==> config.mk <==
export PLATFORM = sky130hd
export DESIGN_NAME = cardinal_nic
export DESIGN_NICKNAME = d
export VERILOG_FILES = /design/src/rtl/cardinal_nic.sv
export SDC_FILE = /design/constraint.sdc
export NUM_CORES = 1
export LEC_CHECK = 0
export ABC_AREA = 1
export CORE_MARGIN = 5
export CORE_UTILIZATION = 40
export CTS_CLUSTER_DIAMETER = 100
export DETAILED_ROUTE_END_ITERATION = 12
export PLACE_DENSITY = 0.86
export SYNTH_ARGS = -nofsm -noshare
export SYNTH_HDL_FRONTEND = slang
export SYNTH_SLANG_ARGS = --single-unit
==> constraint.sdc <==
create_clock -name clk -period 2 [get_ports clk]
set_clock_uncertainty 0.05 [all_clocks]
set_input_delay 0.6 -clock clk [delete_from_list [all_inputs] [get_ports clk]]
set_output_delay 0.6 -clock clk [all_outputs]
set_load 0.05 [all_outputs]
==> src/rtl/cardinal_nic.sv <==
// cardinal_nic: CPU memory-mapped port to Cardinal ring router, with single-entry input and output channel buffers.
module cardinal_nic #(
    parameter int DATA_WIDTH = 64
) (
    input  logic                  clk,
    input  logic                  reset,
    input  logic [0:1]            nicAddr,
    input  logic                  nicEn,
    input  logic                  nicWrEn,
    input  logic [0:DATA_WIDTH-1] nicDataIn,
    output logic [0:DATA_WIDTH-1] nicDataOut,
    input  logic                  net_si,
    output logic                  net_ri,
    input  logic [0:DATA_WIDTH-1] net_di,
    output logic                  net_so,
    input  logic                  net_ro,
    output logic [0:DATA_WIDTH-1] net_do,
    input  logic                  net_polarity
);
    logic [0:DATA_WIDTH-1] in_buf_q, in_buf_d, out_buf_q, out_buf_d;
    logic                  in_full_q, in_full_d, out_full_q, out_full_d;
    logic                  rd, wr, cap, pop, push;

    assign rd   = nicEn & ~nicWrEn;
    assign wr   = nicEn & nicWrEn;
    assign cap  = net_si & ~in_full_q;
    assign pop  = rd & (nicAddr == 2'b00) & in_full_q;
    assign push = wr & (nicAddr == 2'b10) & ~out_full_q;

    assign net_ri = ~in_full_q;
    assign net_do = out_buf_q;
    // bit 0 of the packet is its virtual channel; inject only on the matching ring polarity
    assign net_so = out_full_q & net_ro & (out_buf_q[0] == net_polarity);

    always_comb begin
        nicDataOut = !rd                 ? '0 :
                     nicAddr == 2'b00    ? in_buf_q :
                     nicAddr == 2'b01    ? {{(DATA_WIDTH-1){1'b0}}, in_full_q} :
                     nicAddr == 2'b10    ? out_buf_q :
                                           {{(DATA_WIDTH-1){1'b0}}, out_full_q};
        in_buf_d   = cap ? net_di : in_buf_q;
        in_full_d  = cap | (in_full_q & ~pop);
        out_buf_d  = push ? nicDataIn : out_buf_q;
        out_full_d = push | (out_full_q & ~net_so);
    end

    always_ff @(posedge clk or negedge reset) begin
        if (!reset) begin
            in_buf_q   <= '0;
            in_full_q  <= 1'b0;
            out_buf_q  <= '0;
            out_full_q <= 1'b0;
        end else begin
            in_buf_q   <= in_buf_d;
            in_full_q  <= in_full_d;
            out_buf_q  <= out_buf_d;
            out_full_q <= out_full_d;
        end
    end
endmodule
# After elaboration in Yosys (flattened, before gate mapping)
# Index checks and enable logic that the tools add are counted.
[classes]
n_bitwise = 18
eq_ne = 3
muxes = 4
n_reduce_logical = 1
[op_table]
columns = ["op", "n"]
rows = [
  ["64-bit 2-to-1 mux", 4],
  ["1-bit bitwise AND", 11],
  ["1-bit inverter", 5],
  ["2-bit by 1-bit equality test with 1-bit output (second input constant)", 1],
  ["2-bit equality test (second input constant)", 1],
  ["2-bit logical NOT", 1],
  ["1-bit OR", 2],
  ["1-bit equality test", 1],
]
[totals]
reg_bits = 130
elab_cells = 30
out_inout_bits = 130
input_bits = 137

# Depth between registers and ports, before layout
# Gate-level depths: netlist of the first run.
[logic_depth]
ltp_word = 7
ltp_mapped = 7
mapped_depth_nobuf = 5

# Least setup slack after synthesis of the first run
# Ideal clock, no wire load.
[synth_path]
path_type = "input -> output"
start = "input port nicAddr[1] in the netlist's numbering"
end = "output port nicDataOut[13] in the netlist's numbering"
path_buffers = 1
arrival_ns = 2.295
cell_stages = 6
t_required_ns = 1.350
path_slack_ns = -0.945
cell_sequence = "inv_1 nand2_1 inv_1 nand3b_2 clkbuf_1 o21ai_0"
[synth_between]
elab_chain_cells = 5
word_cells_on_any_way = 7
classes_between = "eq/ne: 2; mux: 4; reduce/logical: 1"
[synth_lines]
columns = ["item", "line", "source"]
rows = [
  ["from (decl)", "7", "input logic [0:1] nicAddr,"],
  ["2-bit equality test", "39", "nicAddr == 2'b10 ? out_buf_q :"],
  ["64-bit 2-to-1 mux", "39", ""],
  ["64-bit 2-to-1 mux", "38", "nicAddr == 2'b01 ? {{(DATA_WIDTH-1){1'b0}}, in_full_q} :"],
  ["64-bit 2-to-1 mux (*)", "37", "nicAddr == 2'b00 ? in_buf_q :"],
  ["64-bit 2-to-1 mux (*)", "36", "nicDataOut = !rd ? '0 :"],
  ["to (decl)", "11", "output logic [0:DATA_WIDTH-1] nicDataOut,"],
]
# Mark *: on every way between the ends. The rest lies on a longest branch, timed or not.

# Worst setup path after layout of the first run
[layout_path]
start = "input port nicAddr[1] in the netlist's numbering"
end = "output port nicDataOut[11] in the netlist's numbering"
# The elaborated chain is that of the path after synthesis.

==> results of run 1 <==
-- report_power, final --
part,total [mW],switching (mW),internal (mW)
clock,3.10,1.10,1.99
combinational,7.28,4.99,2.29
sequential,4.91,1.03,3.88
total,15.3,7.12,8.16
-- worst max-delay path, stage by stage --
cell	delay [ps]
buf_12	120
inv_16	60
nand2_8	40
nor3_4	260
clkbuf_16	220
clkbuf_16	180
nand2_4	60
o21ai_4	70
buf_12	160
-- cell usage in the layout (no fill, tap or decap), drive strengths merged --
| cell type | instances |
|---|---|
| clkdlybuf4s15 | 1 |
| nor2 | 3 |
| nor3 | 2 |
| nand2 | 263 |
| clkinvlp | 1 |
| dlygate4sd2 | 1 |
| inv | 72 |
| bufinv | 3 |
| clkdlybuf4s50 | 128 |
| o21ai | 131 |
| clkinv | 2 |
| buf | 176 |
| nand3 | 67 |
| a21oi | 1 |
| nand3b | 1 |
| clkbuf | 32 |
| dfrtp | 130 |
-- layer usage --
| layer | routed length, µm | track usage [%] |
|---|---|---|
| met5 | 26 | 0 |
| met4 | 773 | 8.31 |
| met3 | 1890 | 7.94 |
| met2 | 12600 | 42.8 |
| met1 | 8720 | 29.5 |
-- cell type report --
type	instances	share of cell area [%]
Clock buffer	22	4.08
Clock inverter	6	0.946
Inverter	72	2.58
Tap cell	184	2.02
Multi-Input combinational cell	468	27.5
Timing Repair Buffer	316	34.3
Sequential cell	130	28.6
-- final timing paths --
path / slack, ps / end / startpoint
worst max-delay path: -430 / nicDataOut[11] / nicAddr[1]
min in group clk: 430 / in_buf_q[63]$_DFFE_PN0P_ / in_buf_q[63]$_DFFE_PN0P_
worst min register to register: 430 / in_buf_q[63]$_DFFE_PN0P_ / in_buf_q[63]$_DFFE_PN0P_
max in group asynchronous: 1260 / net_do[17]$_DFFE_PN0P_ / reset
worst min-delay path: 50 / net_do[58]$_DFFE_PN0P_ / reset
worst max register to register: 620 / net_do[14]$_DFFE_PN0P_ / out_full_q$_DFF_PN0_
-- kinds of logic (layout without fill, tap and decap cells) --
kind of cell    after synthesis  count (layout)  share of synthesized area [%]
buf+inv                     119             416                           8.51
simple gates                336             336                           23.7
flops                       130             130                           56.3
compound gates              132             132                           11.4
-- stage by stage --
step	worst slack, ps	hold slack (ps)	setup TNS, ps	utilization [%]	instances
global placement	-907	403	-66320	66.6	1151
finish	-432	51.5	-24520	79.2	1198
global route	-488	65.2	-27840	79.2	1198
floorplan	-451	254	-23150	-	717
detailed placement	-932	409	-69900	66.6	1151
CTS	-494	52.4	-27260	74.4	1188
-- sequential cells by signal, indices dropped and copies added, names as in the netlist --
signal,cells
in_buf_q,64
in_full_q,1
net_do,64
out_full_q,1
-- repair_timing --
item	4_1_cts	5_1_grt
endpoints found under the setup margin	65	65
buffers inserted	6	6
hold buffers	0	0
gates cloned	3	8
gates resized for setup	112	115
pin swaps	4	6
==> results_dict.tcl, run 1 <==
set metrics [dict create \
    end_kind "primary output" \
    dpl_cell_area_mm2 0.00957 \
    worst_pin_slew_ps 402 \
    violations "negative setup slack" \
    grt_max_degree 43 \
    maxCapViolations 0 \
    fmaxAchievable_mhz 411 \
    drc_errors 0 \
    power.density_mw_per_mm2 1340 \
    drv_slew 0 \
    synth_cells 717 \
    n_fill_cell 851 \
    area_growth_pct 96.9 \
    p_leak_nw 5.53 \
    hold_violations 0 \
    yosys.area.top_type_share_pct 56.3 \
    dr_total_vias 6219 \
    core_mm2 0.0144 \
    arrival_ps 1780 \
    diodes 0 \
    grt-ovfl-total 0 \
    portBuffers 266 \
    clock_latency_ps 410 \
    cts_buffers 17 \
    start_util_pct 40.2 \
    cts_sinks 130 \
    grt_pass1_wl_mm 32.5 \
    clk_pin_slew_ps 50 \
    gr-usage-all-layers_pct 24.9 \
    power_mw 15.3 \
    clock_path_buffers 2 \
    multiInputGateArea_mm2 0.00313 \
    layout.nets 1142 \
    slew_headroom_pct 73.2 \
    htreeDepth 4 \
    worst_slack_ps -432 \
    synth-seq-area-share_pct 56.3 \
    rr_worst_depth 5 \
    yosysWarnings 0 \
    die-width_um 130 \
    synthFlopType "dfrtp_1" \
    synth_area_leaders "dfrtp_1, nand2_1, o21ai_0" \
    drt_first_pass_iters 4 \
    root_buffer "clkbuf_16" \
    cp_max_fo 6 \
    layout-drive-gt1-share_pct 34.4 \
    fin_crit_sh_pct 122 \
    finish.instance_area_mm2 0.0114 \
    place.gp.congestion 0.848 \
    avgSynthCellArea_um2 8.06 \
    register_area_mm2 0.00325 \
    yosys-top-cells-count "nand2_1, dfrtp_1, o21ai_0, inv_1, nand3_1" \
    synth_edf_count 0 \
    rsz0062_at_grt "true" \
    antenna_found_initial 2 \
    yosysMostFrequentCell "nand2_1" \
    synth_async_sr_flop_share_pct 100 \
    drtIter0Drc 395 \
    drt-total-wl_mm 24.0 \
    io_pins 267 \
    cts_tree "done" \
    die-area_mm2 0.0169 \
    netlist-cell-type-count 15 \
    netlist_area_mm2 0.00578 \
    yosys.area.top_type "dfrtp_1" \
    post-route-min-period_ps 2430 \
    worstSetupPathType "input pin to primary output" \
    finalSetupViolations 64 \
    syn_nets 854 \
    irDropWorstVdd_mv 0.924 \
    rows 44 \
    ys_ff_latch 130 \
    min_path_type "input pin to async pin" \
    cp-start-kind "input pin" \
    dp_hpwl_mm 14.7 \
    wl_per_cell_um 20.0 \
    fp.dieH_um 130 \
    grt_pass1_vias 6174 \
    postRouteAntennaNets 0 \
    vias_per_cell 5.19 \
    outcome "finished with violations" \
    crit_required_ps 1350 \
]
Note: power is estimated with default switching activity, not from simulation.
==> run 2, diff against run 1 <==
--- a/config.mk
+++ b/config.mk
@@ -10,6 +10,7 @@
 export CORE_UTILIZATION = 40
 export CTS_CLUSTER_DIAMETER = 100
 export DETAILED_ROUTE_END_ITERATION = 12
+export GPL_TIMING_DRIVEN = 0
 export PLACE_DENSITY = 0.86
 export SYNTH_ARGS = -nofsm -noshare
 export SYNTH_HDL_FRONTEND = slang
==> constraint.sdc (replaced) <==
create_clock -name clk -period 2 [get_ports clk]
set_clock_uncertainty 0.05 [all_clocks]
set_input_delay 0.6 -clock clk [delete_from_list [all_inputs] [get_ports clk]]
set_output_delay 0.6 -clock clk [all_outputs]
set_load 0.01 [all_outputs]
==> run 2 against run 1 <==
The run still ends with negative setup slack left. Die area is the same. Via count shrank 0.34%. Sequential power shrank 3%. Routed wire length shrank 7.1%. Register-to-register slack lost 450 ps. Global-route usage grew 0.77 points. Clock power grew 11%. Final cell count grew 2.8%. Sequential share of layout area grew 3.3 points. Worst hold slack gained 65 ps. Highest routed layer is now met4.
==> results_dict.tcl, run 2 (synthesized netlist as in run 1, its figures left out) <==
set metrics [dict create \
    layout.nets 1171 \
    power_frac_seq_pct 38.0 \
    cts_buffers 17 \
    layout-drive-gt1-share_pct 25.7 \
    path_common_cell "buf_6" \
    n_fill_cell 1051 \
    final_common_cell "nand2_1" \
    antenna_found_initial 0 \
    dp_hpwl_mm 14.9 \
    fmaxAchievable_mhz 433 \
    post-route-min-period_ps 2310 \
    crit_chain "buf_8 > inv_8 > nand2_4 > nor3_4 > buf_6 > buf_4 > buf_6 > nand2_1 > o21ai_2 > buf_2" \
    root_buffer "clkbuf_16" \
    multiInputGateArea_mm2 0.00249 \
    crit_slowest_cell "buf_6" \
    portBuffers 266 \
    area_growth_pct 76.3 \
    rsz0062_at_grt "true" \
    clock_latency_ps 410 \
    drt_first_pass_iters 6 \
    grt-ovfl-total 0 \
    p_leak_nw 5.34 \
    cts_tree "done" \
    critPathMaxStageDelay_ps 180 \
    io_pins 267 \
    fin_crit_sh_pct 116 \
    cp-start-kind "input pin" \
    power.share.clock_pct 27.5 \
    hold_violations 0 \
    drtIter0Drc 312 \
    violations "negative setup slack" \
    irDropWorstVdd_mv 0.593 \
    drc_errors 0 \
    power_mw 12.5 \
    die-width_um 130 \
    holdBufCountCts 0 \
    wl_per_cell_um 18.1 \
    register_area_mm2 0.00325 \
    diodes 0 \
    p_comb_share_pct 34.5 \
    drv_slew 0 \
    power.density_mw_per_mm2 1220 \
    finalSetupViolations 64 \
    die-area_mm2 0.0169 \
    start_util_pct 40.2 \
    grt_max_degree 67 \
    crit_required_ps 1350 \
    min_path_type "input pin to async pin" \
    rows 44 \
    worstSetupPathType "input pin to primary output" \
    postRouteAntennaNets 0 \
    core_mm2 0.0144 \
    clock_path_buffers 2 \
    gr-usage-all-layers_pct 25.6 \
    p_switching_mw 4.36 \
    worst_pin_slew_ps 637 \
    swShare_pct 34.9 \
    grt_pass1_vias 6352 \
    grt_pass1_wl_mm 33.4 \
    cp_max_fo 6 \
    vias_per_cell 5.03 \
    internal_power_mw 8.12 \
    mostFrequentLayoutCells "nand2_1, clkdlybuf4s50_1, dfrtp_1, buf_2" \
    htreeDepth 4 \
    outcome "finished with violations" \
    cts_sinks 130 \
    worst_slack_ps -311 \
    end_kind "primary output" \
    slew_headroom_pct 57.6 \
    maxCapViolations 0 \
    dr_total_vias 6198 \
    drt-total-wl_mm 22.3 \
    critPathTopFamily "buffers and inverters" \
    place.gp.congestion 0.818 \
    clk_pin_slew_ps 60 \
    post-place-ws_ps -1490 \
    crit_buf_inv 6 \
    fp.dieH_um 130 \
    arrival_ps 1660 \
]
## run 2: cell types whose count changed in the layout (fill, tap and decap cells not counted), sizes merged, moves of 2 or more
cell	change
buf	-53
dlymetal6s2s	+28
clkdlybuf4s50	+27
clkbuf	+16
dlygate4sd2	+11
bufinv	+2
## run 2: final timing paths
kind	startpoint	to	slack, ps	cells after the start
min in group clk	in_buf_q[30]$_DFFE_PN0P_	in_buf_q[30]$_DFFE_PN0P_	420	2
min reg2reg	in_buf_q[30]$_DFFE_PN0P_	in_buf_q[30]$_DFFE_PN0P_	420	2
max	nicAddr[1]	nicDataOut[35]	-310	10
max reg2reg	in_full_q$_DFF_PN0_	in_buf_q[19]$_DFFE_PN0P_	170	5
min	reset	net_do[16]$_DFFE_PN0P_	120	1
max in group asynchronous	reset	net_do[50]$_DFFE_PN0P_	1040	2
## run 2: worst register-to-register path: stages (launching register included)
cell and delay [ps]:
dfrtp_1 420, inv_2 100, clkbuf_1 500, clkbuf_1 430, nand3_1 160, nand2_1 110
## run 2: repair_timing
action,CTS,global route
setup endpoints to repair,76,120
cloned,12,1
pin swaps,6,5
resized for setup,438,109
buffers inserted,16,8
## run 2: area by class of cell
type	count	area share, %
flip-flops and latches	130	31.9
repair buffers	298	28.4
multi-input cells	469	24.4
clock buffers	22	4.56
plain buffers	46	3.84
inverters	72	2.80
well taps	184	2.26
clock inverters	10	1.77
## run 2: per-stage QoR
step	instances	util, %	cell area [µm²]	hold slack (ps)	TNS [ps]
after global routing	1231	70.9	10200	158	-19880
after CTS	1228	68.6	9860	131	-18700
after floorplan	717	-	5780	254	-3270
after detailed placement	1168	60.6	8700	408	-132430
final	1231	70.9	10200	117	-16460
after global placement	1167	60.4	8670	398	-764150
## run 2: metal layers
| metal | wire [µm] | vias to the layer above | share of wire (%) | GRT usage [%] |
|---|---|---|---|---|
| met5 | 0 | - | 0 | 0 |
| met4 | 582 | 0 | 2.6 | 8.68 |
| met3 | 1590 | 46 | 7.1 | 6.51 |
| met2 | 11700 | 234 | 52 | 45.0 |
| met1 | 8470 | 3004 | 38 | 30.6 |
| li1 | - | 2914 | - | - |
## run 2: power by group through the flow
stage	logic, mW	registers [mW]	clock network (mW)
global placement	4.07	4.55	0
finish	4.30	4.74	3.43
detailed placement	4.23	4.59	0
CTS	4.27	4.65	3.46
global route	4.75	4.89	3.59
floorplan	1.60	4.76	0
